`config.mk`:
```
export PLATFORM = sky130hd
export DESIGN_NAME = nco_sweep_gen_flat
export DESIGN_NICKNAME = d
export VERILOG_FILES = /design/src/rtl/nco_sweep_gen_pkg.sv /design/src/rtl/nco_sweep_gen_if.sv /design/src/rtl/nco_sweep_gen_rom.sv /design/src/rtl/nco_sweep_gen.sv /design/src/flat_wrapper.sv
export SDC_FILE = /design/constraint.sdc
export NUM_CORES = 1
export LEC_CHECK = 0
export CAP_MARGIN = 10
export CORE_ASPECT_RATIO = 0.75
export CORE_MARGIN = 1
export CORE_UTILIZATION = 30
export CTS_BUF_LIST = sky130_fd_sc_hd__clkbuf_8
export CTS_CLUSTER_DIAMETER = 120
export DETAILED_ROUTE_END_ITERATION = 7
export PLACE_DENSITY_LB_ADDON = 0.15
export SYNTH_ARGS = -nofsm -noshare
export SYNTH_HDL_FRONTEND = slang
export SYNTH_SLANG_ARGS = --single-unit
```
`constraint.sdc`:
```
create_clock -name clk -period 6.06 [get_ports clk]
set_clock_uncertainty 0.15 [all_clocks]
set_input_delay 0.606 -clock clk [delete_from_list [all_inputs] [get_ports clk]]
set_output_delay 0.606 -clock clk [all_outputs]
set_load 0.02 [all_outputs]
```
`src/rtl/nco_sweep_gen_pkg.sv`:
```
// Shared widths, mode encodings and the quarter-wave ROM generator for the NCO sweep generator.
package nco_sweep_gen_pkg;

  localparam int unsigned DEF_PHASE_W = 16;
  localparam int unsigned DEF_ADDR_W  = 10;
  localparam int unsigned DEF_OUT_W   = 10;

  typedef enum logic {
    MODE_FIXED = 1'b0,
    MODE_SWEEP = 1'b1
  } mode_e;

  localparam real PI_HALF = 1.5707963267948966;

  // Half-LSB phase offset keeps the table symmetric across quadrant folds.
  function automatic int rom_entry(int unsigned k, int unsigned idx_w, int unsigned out_w);
    real amp;
    real ang;
    amp = real'((1 << (out_w - 1)) - 1);
    ang = PI_HALF * (real'(k) + 0.5) / real'(1 << idx_w);
    return $rtoi(amp * $sin(ang) + 0.5);
  endfunction

endpackage

```
`src/rtl/nco_sweep_gen_if.sv`:
```
// Control/sample bundle between a driver and the NCO sweep generator.
interface nco_sweep_gen_if #(
  parameter int unsigned PHASE_W = nco_sweep_gen_pkg::DEF_PHASE_W,
  parameter int unsigned OUT_W   = nco_sweep_gen_pkg::DEF_OUT_W
);
  logic               en;
  logic               fw_load;
  logic [PHASE_W-1:0] freq_word;
  logic [PHASE_W-1:0] phase_off;
  logic               phase_clr;
  logic               mode;
  logic [PHASE_W-1:0] sweep_step;
  logic [PHASE_W-1:0] sweep_stop;
  logic [OUT_W-1:0]   cos_out;
  logic [OUT_W-1:0]   sin_out;
  logic               out_valid;
  logic               sweep_wrap;

  modport master (
    output en, fw_load, freq_word, phase_off, phase_clr, mode, sweep_step, sweep_stop,
    input  cos_out, sin_out, out_valid, sweep_wrap
  );

  modport slave (
    input  en, fw_load, freq_word, phase_off, phase_clr, mode, sweep_step, sweep_stop,
    output cos_out, sin_out, out_valid, sweep_wrap
  );
endinterface

```
`src/rtl/nco_sweep_gen_rom.sv`:
```
// First-quadrant sine magnitude table with two registered read ports; data is not reset.
module quarter_sine_rom
  import nco_sweep_gen_pkg::*;
#(
  parameter int unsigned IDX_W = DEF_ADDR_W - 2,
  parameter int unsigned OUT_W = DEF_OUT_W
) (
  input  logic             clk,
  input  logic [IDX_W-1:0] addr_a,
  input  logic [IDX_W-1:0] addr_b,
  output logic [OUT_W-1:0] data_a,
  output logic [OUT_W-1:0] data_b
);
  localparam int unsigned Depth = 2 ** IDX_W;

  logic [OUT_W-1:0] rom_tbl [Depth];

  for (genvar k = 0; k < Depth; k++) begin : g_tbl
    assign rom_tbl[k] = OUT_W'(rom_entry(k, IDX_W, OUT_W));
  end

  always_ff @(posedge clk) begin
    data_a <= rom_tbl[addr_a];
    data_b <= rom_tbl[addr_b];
  end

endmodule

```
`src/rtl/nco_sweep_gen.sv`:
```
// Phase-accumulator NCO with optional linear chirp and quadrature quarter-wave ROM output.
module nco_sweep_gen
  import nco_sweep_gen_pkg::*;
#(
  parameter int unsigned PHASE_W = DEF_PHASE_W,
  parameter int unsigned ADDR_W  = DEF_ADDR_W,
  parameter int unsigned OUT_W   = DEF_OUT_W
) (
  input logic            clk,
  input logic            rst,
  nco_sweep_gen_if.slave bus
);
  localparam int unsigned IDX_W = ADDR_W - 2;
  localparam logic [ADDR_W-1:0] Quarter = {2'b01, {IDX_W{1'b0}}};

  // Stage 0: frequency/sweep control and accumulator
  logic [PHASE_W-1:0] acc_q;
  logic [PHASE_W-1:0] freq_start_q;
  logic [PHASE_W-1:0] freq_cur_q;
  logic               wrap_q;
  logic [PHASE_W:0]   sweep_next;
  logic               sweep_over;

  // Extra bit so a step that overflows PHASE_W still counts as passing the stop value.
  assign sweep_next = {1'b0, freq_cur_q} + {1'b0, bus.sweep_step};
  assign sweep_over = sweep_next > {1'b0, bus.sweep_stop};

  always_ff @(posedge clk) begin
    if (rst) begin
      acc_q        <= '0;
      freq_start_q <= '0;
      freq_cur_q   <= '0;
      wrap_q       <= 1'b0;
    end else begin
      wrap_q <= 1'b0;
      if (bus.fw_load) begin
        freq_cur_q   <= bus.freq_word;
        freq_start_q <= bus.freq_word;
      end else if (bus.en && (bus.mode == MODE_SWEEP)) begin
        if (sweep_over) begin
          freq_cur_q <= freq_start_q;
          wrap_q     <= 1'b1;
        end else begin
          freq_cur_q <= sweep_next[PHASE_W-1:0];
        end
      end
      if (bus.phase_clr) begin
        acc_q <= '0;
      end else if (bus.en) begin
        acc_q <= acc_q + freq_cur_q;
      end
    end
  end

  // Stage 1: offset phase, truncate to lookup bits, derive cosine phase
  logic [PHASE_W-1:0] phase_sum;
  logic [ADDR_W-1:0]  p_d;
  logic [ADDR_W-1:0]  p1_q;
  logic [ADDR_W-1:0]  pc1_q;
  logic               v1_q;
  logic               w1_q;

  assign phase_sum = acc_q + bus.phase_off;
  assign p_d       = ADDR_W'(phase_sum >> (PHASE_W - ADDR_W));

  always_ff @(posedge clk) begin
    if (rst) begin
      p1_q  <= '0;
      pc1_q <= '0;
      v1_q  <= 1'b0;
      w1_q  <= 1'b0;
    end else begin
      p1_q  <= p_d;
      pc1_q <= p_d + Quarter;
      v1_q  <= bus.en;
      w1_q  <= wrap_q;
    end
  end

  // Stage 2: quadrant fold into the ROM, registered lookups
  logic [IDX_W-1:0] sin_addr;
  logic [IDX_W-1:0] cos_addr;
  logic [OUT_W-1:0] sin_mag;
  logic [OUT_W-1:0] cos_mag;
  logic             neg_s2_q;
  logic             neg_c2_q;
  logic             v2_q;
  logic             w2_q;

  assign sin_addr = p1_q[IDX_W]  ? ~p1_q[IDX_W-1:0]  : p1_q[IDX_W-1:0];
  assign cos_addr = pc1_q[IDX_W] ? ~pc1_q[IDX_W-1:0] : pc1_q[IDX_W-1:0];

  quarter_sine_rom #(
    .IDX_W (IDX_W),
    .OUT_W (OUT_W)
  ) u_rom (
    .clk    (clk),
    .addr_a (sin_addr),
    .addr_b (cos_addr),
    .data_a (sin_mag),
    .data_b (cos_mag)
  );

  always_ff @(posedge clk) begin
    if (rst) begin
      neg_s2_q <= 1'b0;
      neg_c2_q <= 1'b0;
      v2_q     <= 1'b0;
      w2_q     <= 1'b0;
    end else begin
      neg_s2_q <= p1_q[ADDR_W-1];
      neg_c2_q <= pc1_q[ADDR_W-1];
      v2_q     <= v1_q;
      w2_q     <= w1_q;
    end
  end

  // Stage 3: sign restore and output registers
  logic [OUT_W-1:0] sin_q;
  logic [OUT_W-1:0] cos_q;
  logic             valid_q;
  logic             wrap_out_q;

  always_ff @(posedge clk) begin
    if (rst) begin
      sin_q      <= '0;
      cos_q      <= '0;
      valid_q    <= 1'b0;
      wrap_out_q <= 1'b0;
    end else begin
      sin_q      <= neg_s2_q ? -sin_mag : sin_mag;
      cos_q      <= neg_c2_q ? -cos_mag : cos_mag;
      valid_q    <= v2_q;
      wrap_out_q <= w2_q;
    end
  end

  assign bus.sin_out    = sin_q;
  assign bus.cos_out    = cos_q;
  assign bus.out_valid  = valid_q;
  assign bus.sweep_wrap = wrap_out_q;

endmodule

```
`src/flat_wrapper.sv`:
```
// flat-port wrapper written by rule: the top's interface ports become plain ports
module nco_sweep_gen_flat import nco_sweep_gen_pkg::*;
#(
  parameter int unsigned PHASE_W = DEF_PHASE_W,
  parameter int unsigned ADDR_W  = DEF_ADDR_W,
  parameter int unsigned OUT_W   = DEF_OUT_W
)
  (clk, rst, bus_en, bus_fw_load, bus_freq_word, bus_phase_off, bus_phase_clr, bus_mode, bus_sweep_step, bus_sweep_stop, bus_cos_out, bus_sin_out, bus_out_valid, bus_sweep_wrap);
  nco_sweep_gen_if #(.PHASE_W(PHASE_W), .OUT_W(OUT_W)) bus_i ();
  input logic clk;
  input logic rst;
  input wire logic [$bits(bus_i.en)-1:0] bus_en;
  input wire logic [$bits(bus_i.fw_load)-1:0] bus_fw_load;
  input wire logic [$bits(bus_i.freq_word)-1:0] bus_freq_word;
  input wire logic [$bits(bus_i.phase_off)-1:0] bus_phase_off;
  input wire logic [$bits(bus_i.phase_clr)-1:0] bus_phase_clr;
  input wire logic [$bits(bus_i.mode)-1:0] bus_mode;
  input wire logic [$bits(bus_i.sweep_step)-1:0] bus_sweep_step;
  input wire logic [$bits(bus_i.sweep_stop)-1:0] bus_sweep_stop;
  output wire logic [$bits(bus_i.cos_out)-1:0] bus_cos_out;
  output wire logic [$bits(bus_i.sin_out)-1:0] bus_sin_out;
  output wire logic [$bits(bus_i.out_valid)-1:0] bus_out_valid;
  output wire logic [$bits(bus_i.sweep_wrap)-1:0] bus_sweep_wrap;
  assign bus_i.en = bus_en;
  assign bus_i.fw_load = bus_fw_load;
  assign bus_i.freq_word = bus_freq_word;
  assign bus_i.phase_off = bus_phase_off;
  assign bus_i.phase_clr = bus_phase_clr;
  assign bus_i.mode = bus_mode;
  assign bus_i.sweep_step = bus_sweep_step;
  assign bus_i.sweep_stop = bus_sweep_stop;
  assign bus_cos_out = bus_i.cos_out;
  assign bus_sin_out = bus_i.sin_out;
  assign bus_out_valid = bus_i.out_valid;
  assign bus_sweep_wrap = bus_i.sweep_wrap;
  nco_sweep_gen #(.PHASE_W(PHASE_W), .ADDR_W(ADDR_W), .OUT_W(OUT_W)) u_core (.clk(clk), .rst(rst), .bus(bus_i));
endmodule
```
# --- Yosys cells after proc, flatten, opt, wreduce, memory -nomap -nowiden ---
# Memory sizes are Yosys's and may differ from the RTL's. A register that Yosys moved wholly into a read port is not among the register bits.
# Index checks and enable logic that the tools add are counted.
totals:
  ff_bits: 97
  latchBits: 0
  ram_bits: 0
  romBits: 5120
  output_inout_bits: 22
  mem_count: 2
mem_list:
  columns: ["name", "words", "word_bits", "rd", "rd_clocked_by_memory_dff", "write_ports", "line", "text"]
  rows:
  - ["(name not given)", 256, 10, 1, 1, 0, "nco_sweep_gen_rom.sv:24", "data_b <= rom_tbl[addr_b];"]
  - ["(name not given)", 256, 10, 1, 1, 0, "nco_sweep_gen_rom.sv:23", "data_a <= rom_tbl[addr_a];"]
op_classes:
  n_addsub: 6
  multipliers: 0
  div_mod_pow: 0
  n_lt_le_gt_ge: 1
  n_eq_ne: 0
  shift: 0
  n_mux: 8
  bitwise_logic: 5
  reduce_logical: 4
op_table:
  columns: ["op", "count"]
  rows:
  - ["$mux 16", 3]
  - ["$add 16x16->16", 2]
  - ["$mux 10", 2]
  - ["$neg 10->10", 2]
  - ["$not 8->9", 2]
  - ["$add 16x16->17", 1]
  - ["$gt 17x16->1", 1]
  - ["$mux 8", 2]
  - ["$not 8->8", 2]
  - ["$add 10x9->10 const B", 1]
  - ["$reduce_or 3->1", 1]
  - ["$reduce_bool 2->1", 1]
  - ["$reduce_or 2->1", 1]
  - ["$logic_and 1x1->1", 1]
  - ["$mux 1", 1]
  - ["$not 1->1", 1]

# --- Logic depth before layout (Yosys ltp) ---
logic_depth:
  depth_word: 5
  ltp_mapped: 17
  depth_no_buf: 16

# --- Modules after synthesis ---
# Synthesis repeated with hierarchy kept, for this count alone.
unflattened:
  hier_cells: 1373
  area_unflattened_um2: 10755.3
modules_own_cells:
  columns: ["module", "instances", "cells_each", "area_each_um2", "seq_area_each_um2"]
  rows:
  - ["nco_sweep_gen", 1, 657, 5768.0, 1781.7]
  - ["quarter_sine_rom", 1, 716, 4987.3, 360.3]

# --- Worst setup path after synthesis ---
# OpenSTA, ideal clock, no wires.
synth_path:
  path_type: "input port to flip-flop"
  start: "input port bus_sweep_step[0]"
  end: "register u_core.freq_cur_q[13]"
  arrival_ns: 4.414
  t_required_ns: 5.840
  path_slack_ns: 1.426
  cell_stages: 16
  n_path_buf: 1
  path_cell_list: "ha_1 fa_1 a211oi_1 o21bai_1 a221o_1 a21boi_0 xnor2_1 ha_1 or4_1 a221o_1 o32ai_1 nand2_2 buf_2 mux2i_1 a211o_1 a21oi_1"
synth_via:
  elab_chain_len: 5
synth_lines:
  columns: ["item", "line", "text"]
  rows:
  - ["start: declaration", "flat_wrapper.sv:18", "input wire logic [$bits(bus_i.sweep_step)-1:0] bus_sweep_step;"]
  - ["$add 16x16->17 *", "nco_sweep_gen.sv:25", "assign sweep_next = {1'b0, freq_cur_q} + {1'b0, bus.sweep_step};"]
  - ["$gt 17x16->1", "nco_sweep_gen.sv:26", "assign sweep_over = sweep_next > {1'b0, bus.sweep_stop};"]
  - ["$mux 16 *", "nco_sweep_gen.sv:40", "if (sweep_over) begin"]
  - ["$mux 16 *", "nco_sweep_gen.sv:39", "end else if (bus.en && (bus.mode == MODE_SWEEP)) begin"]
  - ["$mux 16 *", "nco_sweep_gen.sv:36", "if (bus.fw_load) begin"]
  - ["end signal: assignment", "nco_sweep_gen.sv:37", "freq_cur_q <= bus.freq_word;"]
  - ["end signal: assignment", "nco_sweep_gen.sv:41", "freq_cur_q <= freq_start_q;"]
  - ["end signal: assignment", "nco_sweep_gen.sv:44", "freq_cur_q <= sweep_next[PHASE_W-1:0];"]
  - ["end: declaration", "nco_sweep_gen.sv:19", "logic [PHASE_W-1:0] freq_cur_q;"]
# Every way passes the cells marked *; elsewhere a longest branch is shown, timed or not. The select of a mux whose other input is x is not followed.
# A chain may end at the register's enable or synchronous reset.

# --- Worst setup path in the final report ---
layout_path:
  start: "input port bus_sweep_step[0]"
  end: "register u_core.freq_cur_q[9]"
# The elaborated chain is that of the path after synthesis.

==> qor.log <==
qor: place.place_hpwl 26,200 µm
qor: yosys.syn-instance-count 1,527
qor: place.gp_routability_congestion 0.884
qor: clocking.postCtsResizedCells 0
qor: timing.worst-slew-pin-transition 1140 ps
qor: power_and_ir_drop.netSwitchingPower 0.00142 W
qor: status.outcome finished, final reports clean
qor: timing.finalSetupTns 0 ps
qor: routing.route.vias.total 11,370
qor: routing.wl_per_cell 18.2 µm
qor: global_route.grt_pass1_vias 10,377
qor: worst_setup_path.timing.critical_path.arrival 5410 ps
qor: clocking.clockBufferDepth 2
qor: die.dieArea 0.0367 mm²
qor: power_and_ir_drop.internal_power 0.00167 W
qor: die.pin_count 92
qor: die.chipHeight 166 µm
qor: die.core 0.0351 mm²
qor: final_layout.stdcell_count 1,997
qor: worst_setup_path.timing.reg2reg.worst_path_depth 16
qor: worst_setup_path.required 6210 ps
qor: routing.drt_via_density 5.69
qor: timing.timing_max_transition_violations_final 0
qor: worst_setup_path.critical_path.endpoint_type register
qor: worst_setup_path.regToRegStartpoint u_core.freq_cur_q[0]
qor: worst_setup_path.timing.critical_path.slowest_cell_delay 490 ps
qor: worst_setup_path.crit_path_start_kind input pin
qor: timing.timing.fmax 190 MHz
qor: worst_setup_path.critical_path_class input pin to register
qor: yosys.async_flop_share 0%
qor: global_route.gr-usage-all-layers 19.3%
qor: yosys.yosys.area.top_type sky130_fd_sc_hd__dfxtp_1
qor: timing.timing.final.crit_period 5250 ps
qor: yosys.postSynthNetCount 1,684
qor: yosys.synthesis.area_per_instance 7.06 µm²
qor: job.max_cap_viol_count 0
qor: place.dp_area 0.0121 mm²
qor: final_layout.finalInstanceArea 0.0123 mm²
qor: routing.detail_route.wirelength 36,400 µm
qor: worst_setup_path.path_max_fanout 13
qor: power_and_ir_drop.share_seq_of_total_power 29.2%
qor: worst_setup_path.slowest_stage sky130_fd_sc_hd__or4_1
qor: timing.final-setup-viol-count 0
qor: place.dp_cells 1,981
qor: final_layout.mostFrequentLayoutCell sky130_fd_sc_hd__nor2_1
qor: global_route.grt_start_max_net_pins 62
qor: clocking.cts.reportedPaths.clkPinSlew 110 ps
qor: yosys.synth_edf_count 0
qor: global_route.grt_first_pass_wirelength 58,400 µm
qor: timing.min_period_over_period 86.7%
qor: routing.detailedRoute.firstIterationViolations 1,082
qor: worst_setup_path.r2r_end u_core.freq_cur_q[9]
qor: power_and_ir_drop.total_leakage_power 4.72 nW
qor: worst_setup_path.crit_path_cell_trace clkdlybuf4s50_1, ha_1, fa_1, a211oi_1, o21bai_1, a221o_1, a21boi_0, xnor2_1, ha_1, or4_1, a221o_1, o32ai_1, nand2_2, buf_4, mux2i_1, a211o_1, a21oi_1
qor: clocking.cts_made_buffers 9
qor: yosys.synthesis_warning_total 0
qor: timing.hold_violations 0
qor: routing.ant_nets 0
qor: clocking.tritoncts_num_sinks 107
qor: timing.worst_hold_slack 278 ps
qor: routing.first_pass_iters 5
qor: die.rows 59
qor: final_layout.fill_cells 3,783
qor: worst_hold_path.timing.hold.worst.class register to register
qor: clocking.h-tree-depth 3
qor: yosys.seq_area_frac_synth 19.9%
qor: final_layout.synthToLayoutAreaGrowth 14.2%
qor: timing.slew_headroom 23.6%
qor: yosys.postSynth.topFlopCell sky130_fd_sc_hd__dfxtp_1
qor: final_layout.drive_gt1_share 5.13%
qor: clocking.postCtsSetupBuffers 0
qor: global_route.antenna_found_initial 0
qor: yosys.yosys_register_bits 107
qor: die.floorplan.die.width 221 µm
qor: power_and_ir_drop.pwr_density_cell 251 mW/mm²
qor: worst_hold_path.holdPathStages 1
qor: power_and_ir_drop.pwr-share-clk 14.9%
qor: worst_hold_path.hold-path-endpoint u_core.neg_s2_q
qor: yosys.post_synth_instance_area 0.0108 mm²
qor: clocking.clk_tree_root_cell sky130_fd_sc_hd__clkbuf_8
qor: final_layout.antenna-diode-count 0
qor: yosys.yosys.area.top_type_share 19.9%
qor: routing.drc_errors 0
qor: power_and_ir_drop.design_power_total 0.00310 W
qor: timing.rsz0062_at_grt no
qor: clocking.tritoncts_clock_tree yes
qor: yosys.ys_types 73
qor: final_layout.finish.net_count 1,692
qor: final_layout.mostFrequentLayoutCells sky130_fd_sc_hd__nor2_1 (168), sky130_fd_sc_hd__nand2_1 (163), sky130_fd_sc_hd__a21oi_1 (159)
qor: yosys.yosys-top-cells-area sky130_fd_sc_hd__dfxtp_1 (20%), sky130_fd_sc_hd__ha_1 (9.9%), sky130_fd_sc_hd__a21oi_1 (7.4%), sky130_fd_sc_hd__nor2_1 (5.8%), sky130_fd_sc_hd__nand2_1 (5.7%)
qor: place.port_buffers 91
qor: worst_setup_path.worst-r2r-setup-slack 1070 ps
qor: global_route.global_route.overflow_total 0
qor: clocking.worst_skew_pair.late_latency 390 ps
qor: power_and_ir_drop.power.combinational.fraction 55.9%
qor: power_and_ir_drop.vdd_ir_drop_max 0.0792 mV
qor: power_and_ir_drop.power_switching_share 46.0%
qor: worst_hold_path.worst_hold_start u_core.p1_q[9]
qor: clocking.cts_hold_repair.buffers 0
qor: die.initial_core_util 30.8%
-- Yosys cell counts, drive strengths merged, types with 6 or more instances --
cell type	count
nor2	168
nand2	164
a21oi	159
o21ai	121
dfxtp	107
clkbuf	95
ha	85
inv	51
nor3	47
xnor2	42
xor2	31
buf	30
mux2i	29
o211ai	29
a211oi	27
nand2b	27
a31oi	26
nand3	23
nor2b	21
a221oi	17
o221ai	14
a21o	13
o21a	13
o31ai	12
a311oi	11
o22ai	11
o311ai	11
o32ai	11
nand4	10
a211o	9
nor4	9
o21bai	9
o2111ai	7
and2	6
or3	6
-- state kept, by name (all words and copies together) (netlist names) --
| signal | cells |
|---|---|
| u_core.acc_q | 16 |
| u_core.bus.cos_out | 10 |
| u_core.bus.out_valid | 1 |
| u_core.bus.sin_out | 10 |
| u_core.bus.sweep_wrap | 1 |
| u_core.freq_cur_q | 16 |
| u_core.freq_start_q | 16 |
| u_core.neg_c2_q | 1 |
| u_core.neg_s2_q | 1 |
| u_core.p1_q | 2 |
| u_core.pc1_q | 10 |
| u_core.u_rom.data_a | 9 |
| u_core.u_rom.data_b | 9 |
| u_core.v1_q | 1 |
| u_core.v2_q | 1 |
| u_core.w1_q | 1 |
| u_core.w2_q | 1 |
| u_core.wrap_q | 1 |
-- logic make-up after synthesis --
family          count (synthesis)  share of synthesized area, %
compound gates                542                          32.5
xor+xnor                       73                          6.07
fa+ha+maj                      87                          10.2
buf+inv                       178                          6.46
flops                         107                          19.9
mux                            37                          4.05
simple gates                  503                          20.9
-- power by group through the flow --
stage                     Combinational (W)  Clock, W  Sequential (W)
after floorplan                     0.00118         0        0.000923
after global placement              0.00171         0        0.000920
after detailed placement            0.00170         0        0.000922
after CTS                           0.00171  0.000487        0.000905
after global routing                0.00190  0.000512        0.000917
final                               0.00173  0.000462        0.000903
-- cell type report --
class	instances	area (µm²)	share of cell area [%]
multi-input combinational	1242	8050	65.4
sequential	107	2140	17.4
timing repair buffer	123	1150	9.31
tap	457	572	4.64
inverter	52	195	1.59
clock buffer	9	124	1.01
clock inverter	7	81.3	0.661
-- metrics by stage --
step	worst slack (ps)	util, %
2_1_floorplan	1430	-
3_3_place_gp	494	34.5
3_5_place_dp	435	34.5
4_1_cts	844	35.1
5_1_grt	564	35.1
6_report	807	35.1
-- critical path: cells and delay by family --
kind	cells	cell delay, ps
xor+xnor	1	120
buf+inv	2	680
compound gates	8	2220
mux	1	130
fa+ha+maj	3	870
simple gates	2	770
-- worst max-delay path by stage --
stage                 startpoint  slack (ps)                    end  cells past startpoint
5_1_grt        bus_sweep_step[0]         560   u_core.freq_cur_q[9]                     17
6_report       bus_sweep_step[0]         810   u_core.freq_cur_q[9]                     17
3_5_place_dp   bus_sweep_step[0]         430   u_core.freq_cur_q[9]                     17
4_1_cts        bus_sweep_step[0]         840   u_core.freq_cur_q[9]                     17
2_1_floorplan  bus_sweep_step[0]        1430  u_core.freq_cur_q[13]                     16
3_3_place_gp   bus_sweep_step[0]         490  u_core.freq_cur_q[13]                     17
-- metal layers --
metal	routed length, µm	track usage, %	vias to the layer above
met3	2490	2.30	20
li1	-	-	5615
met5	0	0	-
met2	15300	28.9	416
met4	316	3.65	0
met1	18200	29.4	5319
Power figures use the tool's default switching activity.
